### config.mk
export PLATFORM = sky130hd
export DESIGN_NAME = gemm_accumulator_flat
export DESIGN_NICKNAME = d
export VERILOG_FILES = /design/src/rtl/gemm_pkg.sv /design/src/rtl/gemm_accumulator_if.sv /design/src/rtl/acc_sat_adder.sv /design/src/rtl/gemm_accumulator.sv /design/src/flat_wrapper.sv
export SDC_FILE = /design/constraint.sdc
export NUM_CORES = 1
export LEC_CHECK = 0
export BUFFER_PORTS_ARGS = -buffer_cell sky130_fd_sc_hd__buf_2
export CORE_MARGIN = 2
export CORE_UTILIZATION = 56
export DETAILED_ROUTE_END_ITERATION = 6
export PLACE_DENSITY = 0.92
export SLEW_MARGIN = 10
export SYNTH_ARGS = -nofsm -noshare
export SYNTH_HDL_FRONTEND = slang
export SYNTH_HIERARCHICAL = 1
export SYNTH_SLANG_ARGS = --single-unit
### constraint.sdc
create_clock -name clk -period 4.1 [get_ports clk]
set_clock_uncertainty 0.2 [all_clocks]
set_input_delay 0.205 -clock clk [delete_from_list [all_inputs] [get_ports clk]]
set_output_delay 0.205 -clock clk [all_outputs]
set_load 0.02 [all_outputs]
### src/rtl/gemm_pkg.sv
// Shared definitions for the gemm datapath: selector codes, accumulator FSM states
// and the selector validity check.
package gemm_pkg;

  localparam logic [2:0] SEL_GEMM1X16X1_W64 = 3'b001;
  localparam logic [2:0] SEL_GEMM1X32X1_W64 = 3'b010;
  localparam logic [2:0] SEL_GEMM1X4X1_W64  = 3'b011;
  localparam logic [2:0] SEL_GEMM1X8X1_W64  = 3'b100;

  typedef enum logic [1:0] {
    IDLE,
    ACCUM,
    HOLD
  } acc_state_t;

  // True for the four selector codes that map to a real gemm mode.
  function automatic logic sel_valid(logic [2:0] sel);
    logic ok;
    case (sel)
      SEL_GEMM1X16X1_W64,
      SEL_GEMM1X32X1_W64,
      SEL_GEMM1X4X1_W64,
      SEL_GEMM1X8X1_W64: ok = 1'b1;
      default:           ok = 1'b0;
    endcase
    return ok;
  endfunction

endpackage

### src/rtl/gemm_accumulator_if.sv
// Beat input and result output handshake bundle of the gemm accumulation stage.
// master: the producer/consumer side, slave: the accumulator.
interface gemm_accumulator_if #(
  parameter int unsigned ACC_W = 48,
  parameter int unsigned CNT_W = 9
);
  logic [2:0]       bin_selector_EX;
  logic [63:0]      dp_in;
  logic             in_valid;
  logic             in_last;
  logic             in_ready;
  logic [ACC_W-1:0] acc_out;
  logic [2:0]       out_mode;
  logic [CNT_W-1:0] out_beats;
  logic             out_err;
  logic             out_valid;
  logic             out_ready;

  modport master (
    output bin_selector_EX, dp_in, in_valid, in_last, out_ready,
    input  in_ready, acc_out, out_mode, out_beats, out_err, out_valid
  );

  modport slave (
    input  bin_selector_EX, dp_in, in_valid, in_last, out_ready,
    output in_ready, acc_out, out_mode, out_beats, out_err, out_valid
  );
endinterface

### src/rtl/acc_sat_adder.sv
// Combinational ACC_W-bit two's complement adder.
// Build option GEMM_ACC_SAT_EN: clamp to the signed range on overflow and raise ovf.
// Without it the sum wraps and ovf stays low.
module acc_sat_adder #(
  parameter int unsigned ACC_W = 48
) (
  input  logic [ACC_W-1:0] a,
  input  logic [ACC_W-1:0] b,
  output logic [ACC_W-1:0] sum,
  output logic             ovf
);
  logic [ACC_W-1:0] raw;

  assign raw = a + b;

`ifdef GEMM_ACC_SAT_EN
  logic raw_ovf;

  // Overflow only when both operands share a sign the result does not.
  assign raw_ovf = (a[ACC_W-1] == b[ACC_W-1]) && (raw[ACC_W-1] != a[ACC_W-1]);

  // Clamp towards the operands' sign.
  always_comb begin
    sum = raw;
    ovf = raw_ovf;
    if (raw_ovf) begin
      sum = a[ACC_W-1] ? {1'b1, {(ACC_W-1){1'b0}}} : {1'b0, {(ACC_W-1){1'b1}}};
    end
  end
`else
  assign sum = raw;
  assign ovf = 1'b0;
`endif
endmodule

### src/rtl/gemm_accumulator.sv
// Sums the 64-bit gemm partial products of a beat group and returns one result per group.
// Build option GEMM_ACC_SAT_EN selects saturating instead of wrapping accumulation.
module gemm_accumulator
  import gemm_pkg::*;
#(
  parameter int unsigned ACC_W     = 48,
  parameter int unsigned MAX_BEATS = 256,
  parameter int unsigned CNT_W     = $clog2(MAX_BEATS + 1)
) (
  input logic               clk,
  input logic               rst,
  gemm_accumulator_if.slave bus
);
  acc_state_t       state_q, state_d;
  logic [ACC_W-1:0] acc_q, acc_d;
  logic [CNT_W-1:0] cnt_q, cnt_d, cnt_next;
  logic [2:0]       mode_q, mode_d;
  logic             err_q, err_d;

  logic             accept, first, sel_ok, at_max, close;
  logic [ACC_W-1:0] add_a, addend, sum;
  logic             ovf;

  // The running registers double as the result registers: in HOLD no beat is accepted
  // unless the result is taken in the same cycle, so they are stable while out_valid is high.
  assign bus.in_ready  = (state_q != HOLD) || bus.out_ready;
  assign bus.out_valid = (state_q == HOLD);
  assign bus.acc_out   = acc_q;
  assign bus.out_mode  = mode_q;
  assign bus.out_beats = cnt_q;
  assign bus.out_err   = err_q;

  assign accept   = bus.in_valid && bus.in_ready;
  assign first    = (state_q != ACCUM);
  assign sel_ok   = sel_valid(bus.bin_selector_EX);
  assign addend   = sel_ok ? bus.dp_in[ACC_W-1:0] : '0;
  assign add_a    = first ? '0 : acc_q;
  assign cnt_next = first ? {{(CNT_W-1){1'b0}}, 1'b1} : cnt_q + 1'b1;
  assign at_max   = (cnt_next == CNT_W'(MAX_BEATS));
  assign close    = bus.in_last || at_max;

  if (ACC_W < 64) begin : g_dp_hi
    logic unused_dp_hi;
    assign unused_dp_hi = ^bus.dp_in[63:ACC_W];
  end

  acc_sat_adder #(
    .ACC_W(ACC_W)
  ) u_adder (
    .a  (add_a),
    .b  (addend),
    .sum(sum),
    .ovf(ovf)
  );

  // Next-state and group bookkeeping.
  always_comb begin
    state_d = state_q;
    acc_d   = acc_q;
    cnt_d   = cnt_q;
    mode_d  = mode_q;
    err_d   = err_q;
    if (accept) begin
      acc_d   = sum;
      cnt_d   = cnt_next;
      mode_d  = first ? bus.bin_selector_EX : mode_q;
      err_d   = (!first && err_q) || !sel_ok || ovf || (at_max && !bus.in_last) ||
                (!first && (bus.bin_selector_EX != mode_q));
      state_d = close ? HOLD : ACCUM;
    end else begin
      case (state_q)
        HOLD:    if (bus.out_ready) state_d = IDLE;
        default: state_d = state_q;
      endcase
    end
  end

  // State and group registers; reset drops any open group.
  always_ff @(posedge clk) begin
    if (rst) begin
      state_q <= IDLE;
      acc_q   <= '0;
      cnt_q   <= '0;
      mode_q  <= '0;
      err_q   <= 1'b0;
    end else begin
      state_q <= state_d;
      acc_q   <= acc_d;
      cnt_q   <= cnt_d;
      mode_q  <= mode_d;
      err_q   <= err_d;
    end
  end
endmodule

### src/flat_wrapper.sv
// flat-port wrapper written by rule: the top's interface ports become plain ports
module gemm_accumulator_flat import gemm_pkg::*;
#(
  parameter int unsigned ACC_W     = 48,
  parameter int unsigned MAX_BEATS = 256,
  parameter int unsigned CNT_W     = $clog2(MAX_BEATS + 1)
)
  (clk, rst, bus_bin_selector_EX, bus_dp_in, bus_in_valid, bus_in_last, bus_out_ready, bus_in_ready, bus_acc_out, bus_out_mode, bus_out_beats, bus_out_err, bus_out_valid);
  gemm_accumulator_if #(.ACC_W(ACC_W), .CNT_W(CNT_W)) bus_i ();
  input logic clk;
  input logic rst;
  input wire logic [$bits(bus_i.bin_selector_EX)-1:0] bus_bin_selector_EX;
  input wire logic [$bits(bus_i.dp_in)-1:0] bus_dp_in;
  input wire logic [$bits(bus_i.in_valid)-1:0] bus_in_valid;
  input wire logic [$bits(bus_i.in_last)-1:0] bus_in_last;
  input wire logic [$bits(bus_i.out_ready)-1:0] bus_out_ready;
  output wire logic [$bits(bus_i.in_ready)-1:0] bus_in_ready;
  output wire logic [$bits(bus_i.acc_out)-1:0] bus_acc_out;
  output wire logic [$bits(bus_i.out_mode)-1:0] bus_out_mode;
  output wire logic [$bits(bus_i.out_beats)-1:0] bus_out_beats;
  output wire logic [$bits(bus_i.out_err)-1:0] bus_out_err;
  output wire logic [$bits(bus_i.out_valid)-1:0] bus_out_valid;
  assign bus_i.bin_selector_EX = bus_bin_selector_EX;
  assign bus_i.dp_in = bus_dp_in;
  assign bus_i.in_valid = bus_in_valid;
  assign bus_i.in_last = bus_in_last;
  assign bus_i.out_ready = bus_out_ready;
  assign bus_in_ready = bus_i.in_ready;
  assign bus_acc_out = bus_i.acc_out;
  assign bus_out_mode = bus_i.out_mode;
  assign bus_out_beats = bus_i.out_beats;
  assign bus_out_err = bus_i.out_err;
  assign bus_out_valid = bus_i.out_valid;
  gemm_accumulator #(.ACC_W(ACC_W), .MAX_BEATS(MAX_BEATS), .CNT_W(CNT_W)) u_core (.clk(clk), .rst(rst), .bus(bus_i));
endmodule
[Word-level counts from Yosys, hierarchy flattened]
Cells that the tools add are included.
Storage, ports and cells
  logic and storage cells: 41
  bits of input ports: 72
  register bits after elaboration: 63
Cells by class
  eq/ne operators: 9
  $add $sub $neg: 2
  reduce and logical (&&, ||, !) cells: 17
  muxes and demuxes: 8
Operators with widths (number)
  $mux W48: 2
  $add A48 B48 Y48: 1
  $add A9 B1 Y9 const B: 1
  $eq A9 B9 Y1 const B: 1
  $mux W9: 1
  $mux W2: 4
  $eq A3 B2 Y1 const B: 2
  $logic_or A1 B1 Y1: 5
  $logic_and A1 B1 Y1: 4
  $reduce_and A2 Y1: 2
  $reduce_bool A2 Y1: 2
  $reduce_or A4 Y1: 1
  $eq A3 B1 Y1 const B: 1
  $eq A3 B3 Y1 const B: 1
  $logic_not A1 Y1: 3
  $ne A3 B3 Y1: 1
  $eq A2 B2 Y1 const B: 1
  $ne A2 B1 Y1 const B: 1
  $ne A2 B2 Y1 const B: 1
  $mux W1: 1

[Longest topological paths before layout]
  word-level depth: 7
  depth in mapped cells: 17
  depth with buffers taken out: 16

[Modules after synthesis]
Netlist, hierarchy kept.
By module, submodules not included
  gemm_accumulator: seq. area each 1261.2 µm², cells an instance 429, area an instance 3171.8 µm², times used 1
  acc_sat_adder: seq. area each 0.0 µm², cells an instance 399, area an instance 2733.9 µm², times used 1

[Least setup slack after synthesis]
Ideal clock, no wire load.
  kind: reg2reg
  start point: register u_core.state_q[0]
  end point: register u_core.acc_q[44], in the netlist u_core/bus.acc_out[44]
  stages on the path, launching flop included: 18
  period minus slack after synthesis: 3642 ps
  path slack: 458 ps
  arrival time: 3309 ps
  required time: 3768 ps
  path through: dfxtp_1 -> nor2b_1 -> buf_2 -> clkbuf_1 -> and2_1 -> ha_1 -> fa_1 -> a211oi_2 -> o21ai_1 -> o2111ai_1 -> o21ai_1 -> a31o_2 -> a2111o_1 -> a311oi_1 -> o21bai_1 -> xor2_1 -> nand2_1 -> a21oi_1
Between the ends
  longest elaborated chain between the ends: 3
Ends and longest elaborated chain
  from (decl): RTL line gemm_accumulator.sv:14  | acc_state_t state_q, state_d;
  from (signal assigned): RTL line gemm_accumulator.sv:87  | state_q <= state_d;
  $ne A2 B1 Y1: RTL line gemm_accumulator.sv:34  | assign first = (state_q != ACCUM);
  $mux W48: RTL line gemm_accumulator.sv:37  | assign add_a = first ? '0 : acc_q;
  named net u_core.add_a[0]: RTL line gemm_accumulator.sv:21  | logic [ACC_W-1:0] add_a, addend, sum;
  $add A48 B48 Y48: RTL line acc_sat_adder.sv:14  | assign raw = a + b;
  named net u_core.sum[44]: RTL line gemm_accumulator.sv:21
  to (signal assigned): RTL line gemm_accumulator.sv:82  | acc_q <= '0;
  to (signal assigned): RTL line gemm_accumulator.sv:88  | acc_q <= acc_d;
  to (decl): RTL line gemm_accumulator.sv:15  | logic [ACC_W-1:0] acc_q, acc_d;
The timed path passes the listed nets, and every way through them passes these cells.
A chain may end at the register's enable or synchronous reset.

[Worst setup path in the final report]
  start point: input port bus_bin_selector_EX[1]
  end point: register u_core.acc_q[45], in the netlist u_core/bus.acc_out[45]
Between the ends
  longest elaborated chain between the ends: 5
Ends and longest elaborated chain
  from (decl): RTL line flat_wrapper.sv:12  | input wire logic [$bits(bus_i.bin_selector_EX)-1:0] bus_bin_selector_EX;
  $eq A3 B1 Y1, or another cell as far along: RTL line gemm_pkg.sv:19  | case (sel)
  $reduce_or A4 Y1 (*): RTL line gemm_pkg.sv:19
  $mux W1 (*): RTL line gemm_pkg.sv:19
  $mux W48 (*): RTL line gemm_accumulator.sv:36  | assign addend = sel_ok ? bus.dp_in[ACC_W-1:0] : '0;
  named net u_core.addend[18]: RTL line gemm_accumulator.sv:21
  $add A48 B48 Y48 (*): RTL line acc_sat_adder.sv:14
  named net u_core.sum[45]: RTL line gemm_accumulator.sv:21
Mark *: on every way through the listed nets, which the timed path passes. The rest lies on a longest branch.

==> flow_summary.yaml <==
clock_tree:
  numCtsBuffers: 9
  clk_pin_slew_ns: 0.07
  cts.sinks: 63
  clockBufferDepth: 2
  cts_tree: "yes"
  htree_levels: 3
  clk_latency_ns: 0.35
  cts-root-buf: "clkbuf_8"
flow_run:
  max_cap_viol_count: 0
logic_synthesis:
  synthArstFlopShare_pct: 0
  synth-seq-area-share_pct: 21.4
  syn_nets: 949
  synth_top_area_share_pct: 21.4
  synth_cell_types: 65
  synthFlopType: "dfxtp_1"
  synth.avg_cell_area_um2: 7.13
  synth_warnings: 6
  synthCells: 828
  netlist_area_mm2: 0.00591
  synth-edff-count: 0
  synth_area_leader_cell: "dfxtp_1"
  yosys-top-cells-area: "dfxtp_1 (21%), and2_1 (10%), ha_1 (10%)"
  ys_ff_latch: 63
cells_and_area:
  antennaDiodeCount: 0
  fillers: 843
  synthToLayoutAreaGrowth_pct: 22.6
  final_layout_size_suffix_gt1_share_pct: 23.9
  stdcell_area_mm2: 0.00724
  layout.nets: 1077
  stdcell_count: 1097
sta:
  fin_crit_sh_pct: 98.5
  maxSlewHeadroom_pct: 23.3
  period_needed_ns: 4.04
  slew_viol_final: 0
  fmax_ghz: 0.248
  hold_viol: 0
  rsz0062_at_grt: "true"
  finalSetupViolCount: 0
  worst_pin_slew_ns: 1.15
setup_path:
  cp_slowest_stage_delay_ns: 0.53
  crit_slowest_cell: "dlygate4sd3_1"
  worstSetupPathType: "primary input to register"
  worstSetupEndpointType: "register"
  cp-start-kind: "primary input"
  crit_required_ns: 4.17
  crit_fanout: 7
  cp_data_arrival_time_ns: 4.11
  critical_path.cell_chain: "dlygate4sd3_1, buf_2, nor2_4, xnor2_4, buf_6, and2_1, ha_2, nand4_1, nand2b_1, o22ai_1, nor3_1, a21oi_1, o21ai_1, a2111oi_2, buf_4, o22ai_1, xnor2_1, nand2_1, a21oi_1"
hold_path:
  min_path_type: "primary input to register"
placed_design:
  gp_congestion: 0.941
  placed_area_mm2: 0.00679
  numPortBuffers: 118
  dpl.cell_count: 1072
  dp_hpwl_mm: 12.1
power_and_ir_drop:
  switching_share_pct: 36.4
  p_int_w: 0.00106
  leakagePower_nw: 3.36
  p_seq_share_pct: 39.7
  ir_drop_mv: 0.198
  netSwitchingPower_w: 0.000608
  pwr-share-comb_pct: 28.7
  clockPowerShare_pct: 31.5
  pwr_density_cell_mw_per_mm2: 231
floorplanning:
  initial_core_util_pct: 57.5
  io_pins: 135
  rows: 37
  chipHeight_um: 107
  die_x_um: 107
  coreArea_mm2: 0.0103
  dieArea_mm2: 0.0114
drt:
  wl_per_cell_um: 16.3
  antenna_left: 0
  vias: 6642
  drt_iter0_markers: 580
  routed_wl_mm: 17.9
  firstDrtPassIters: 6
  post-route-drc-count: 0
  routed_via_density: 6.05
grt:
  grt_use_total_pct: 28.9
  grt_pass1_vias: 5905
  grt_pass1_wl_mm: 27.3
  grt_antenna_before_repair: 0
  grt_start_max_net_pins: 59
  grt_overflow: 0
outcome:
  status: "finished clean"
cells in the final DEF, fill, tap and decap left out, types with 4 or more instances in the layout:
master	synthesis	final
dfxtp_1	63	63
buf_4	2	46
o21ai_1	5	4
o21a_1	11	11
nor3b_1	4	4
xnor2_1	25	24
o211ai_1	4	4
and3_1	7	7
a21o_1	22	22
nor3_1	8	8
and2_1	99	99
inv_1	12	12
o21bai_1	9	7
nor2b_1	10	9
dlygate4sd3_1	0	4
nand3_1	14	14
ha_4	0	5
ha_1	48	38
a21oi_2	1	6
nand2_1	136	135
buf_2	14	118
nand4_1	19	19
clkbuf_8	0	9
nor4_1	5	4
nor2_1	34	33
a21oi_1	116	111
o21ai_0	35	34
or3_1	4	4
xor2_1	23	23
ha_2	0	5
layout make-up:
type | instances | area, µm² | share of cell area [%]
clock buffers | 9 | 124 | 1.71
clock inverters | 7 | 56.3 | 0.777
inverters | 12 | 45.0 | 0.622
multi-input cells | 698 | 4560 | 62.9
flip-flops and latches | 63 | 1260 | 17.4
well taps | 136 | 170 | 2.35
repair buffers | 172 | 1030 | 14.2
metrics by stage:
| stage | worst slack (ns) | hold WS, ns | TNS, ns | utilization (%) | total power [W] |
|---|---|---|---|---|---|
| after floorplan | 0.458 | 0.141 | 0 | - | 0.000967 |
| after global placement | 0.289 | 0.250 | 0 | 66.0 | 0.00110 |
| after detailed placement | 0.274 | 0.255 | 0 | 66.0 | 0.00111 |
| after CTS | 0.0322 | 0.0255 | 0 | 68.2 | 0.00163 |
| after global routing | -0.0451 | 0.0963 | -0.129 | 70.5 | 0.00175 |
| final | 0.0612 | 0.0329 | 0 | 70.5 | 0.00167 |
Yosys cell counts (7+ instances only):
master	number
nor2_1	34
o21ai_0	35
inv_1	12
nor2b_1	10
xnor2_1	25
a21oi_1	116
nand4_1	19
nand2_1	136
nand3_1	14
xor2_1	23
and2_1	99
and3_1	7
ha_1	48
buf_2	14
clkbuf_1	39
dfxtp_1	63
a21o_1	22
nor3_1	8
o21a_1	11
o21bai_1	9
kinds of logic after synthesis:
group | Yosys count | share of synthesized area, %
flip-flops | 63 | 21.4
adder cells (fa/ha/maj) | 49 | 10.5
XOR/XNOR | 48 | 7.12
buffers and inverters | 67 | 4.68
AND/OR/NAND/NOR | 357 | 30.7
multiplexers | 1 | 0.169
AO/OA/AOI/OAI | 242 | 25.4
other | 1 | 0.0635
routing by layer:
metal | part of all wire (%) | track usage [%] | wire length [µm] | vias to the layer above
met2 | 47 | 48.6 | 8440 | 382
met3 | 8.7 | 3.34 | 1550 | 74
met4 | 3.7 | 11.0 | 662 | 0
li1 | - | - | - | 3152
met1 | 40 | 37.9 | 7230 | 3034
met5 | 0 | 0 | 0 | -
power by group through the flow:
stage | sequential (W) | clock (W) | combinational [W]
4_1_cts | 0.000663 | 0.000531 | 0.000440
3_5_place_dp | 0.000678 | 0 | 0.000435
3_3_place_gp | 0.000676 | 0 | 0.000423
5_1_grt | 0.000668 | 0.000562 | 0.000519
2_1_floorplan | 0.000709 | 0 | 0.000259
6_report | 0.000664 | 0.000527 | 0.000480
critical path: cells and delay by family:
family | cells | cell delay, ns
XOR/XNOR | 2 | 0.31
AO/OA/AOI/OAI | 6 | 1.20
AND/OR/NAND/NOR | 6 | 0.92
buffers and inverters | 4 | 1.02
adder cells (fa/ha/maj) | 1 | 0.43
worst paths after layout:
check                           cells past startpoint  slack (ns)                   start                      to
worst max-delay path                               19        0.06  bus_bin_selector_EX[1]  u_core/bus.acc_out[45]
worst min-delay path                                4        0.03            bus_in_valid       u_core/state_q[0]
worst max register to register                     16        0.09       u_core/state_q[0]  u_core/bus.acc_out[44]
worst min register to register                      2        0.26  u_core/bus.acc_out[30]  u_core/bus.acc_out[30]
timing repair:
item,CTS,global route
endpoints found under the setup margin,0,11
hold buffers,4,0
gates resized for setup,0,42
setup buffers,0,3
endpoints found under the hold margin,4,0
flip-flops by register name (all words and copies together), names as in the netlist:
register / count
u_core/state_q: 2
u_core/bus.out_beats: 9
u_core/bus.acc_out: 48
u_core/bus.out_err: 1
u_core/bus.out_mode: 3
Power figures use the tool's default switching activity.
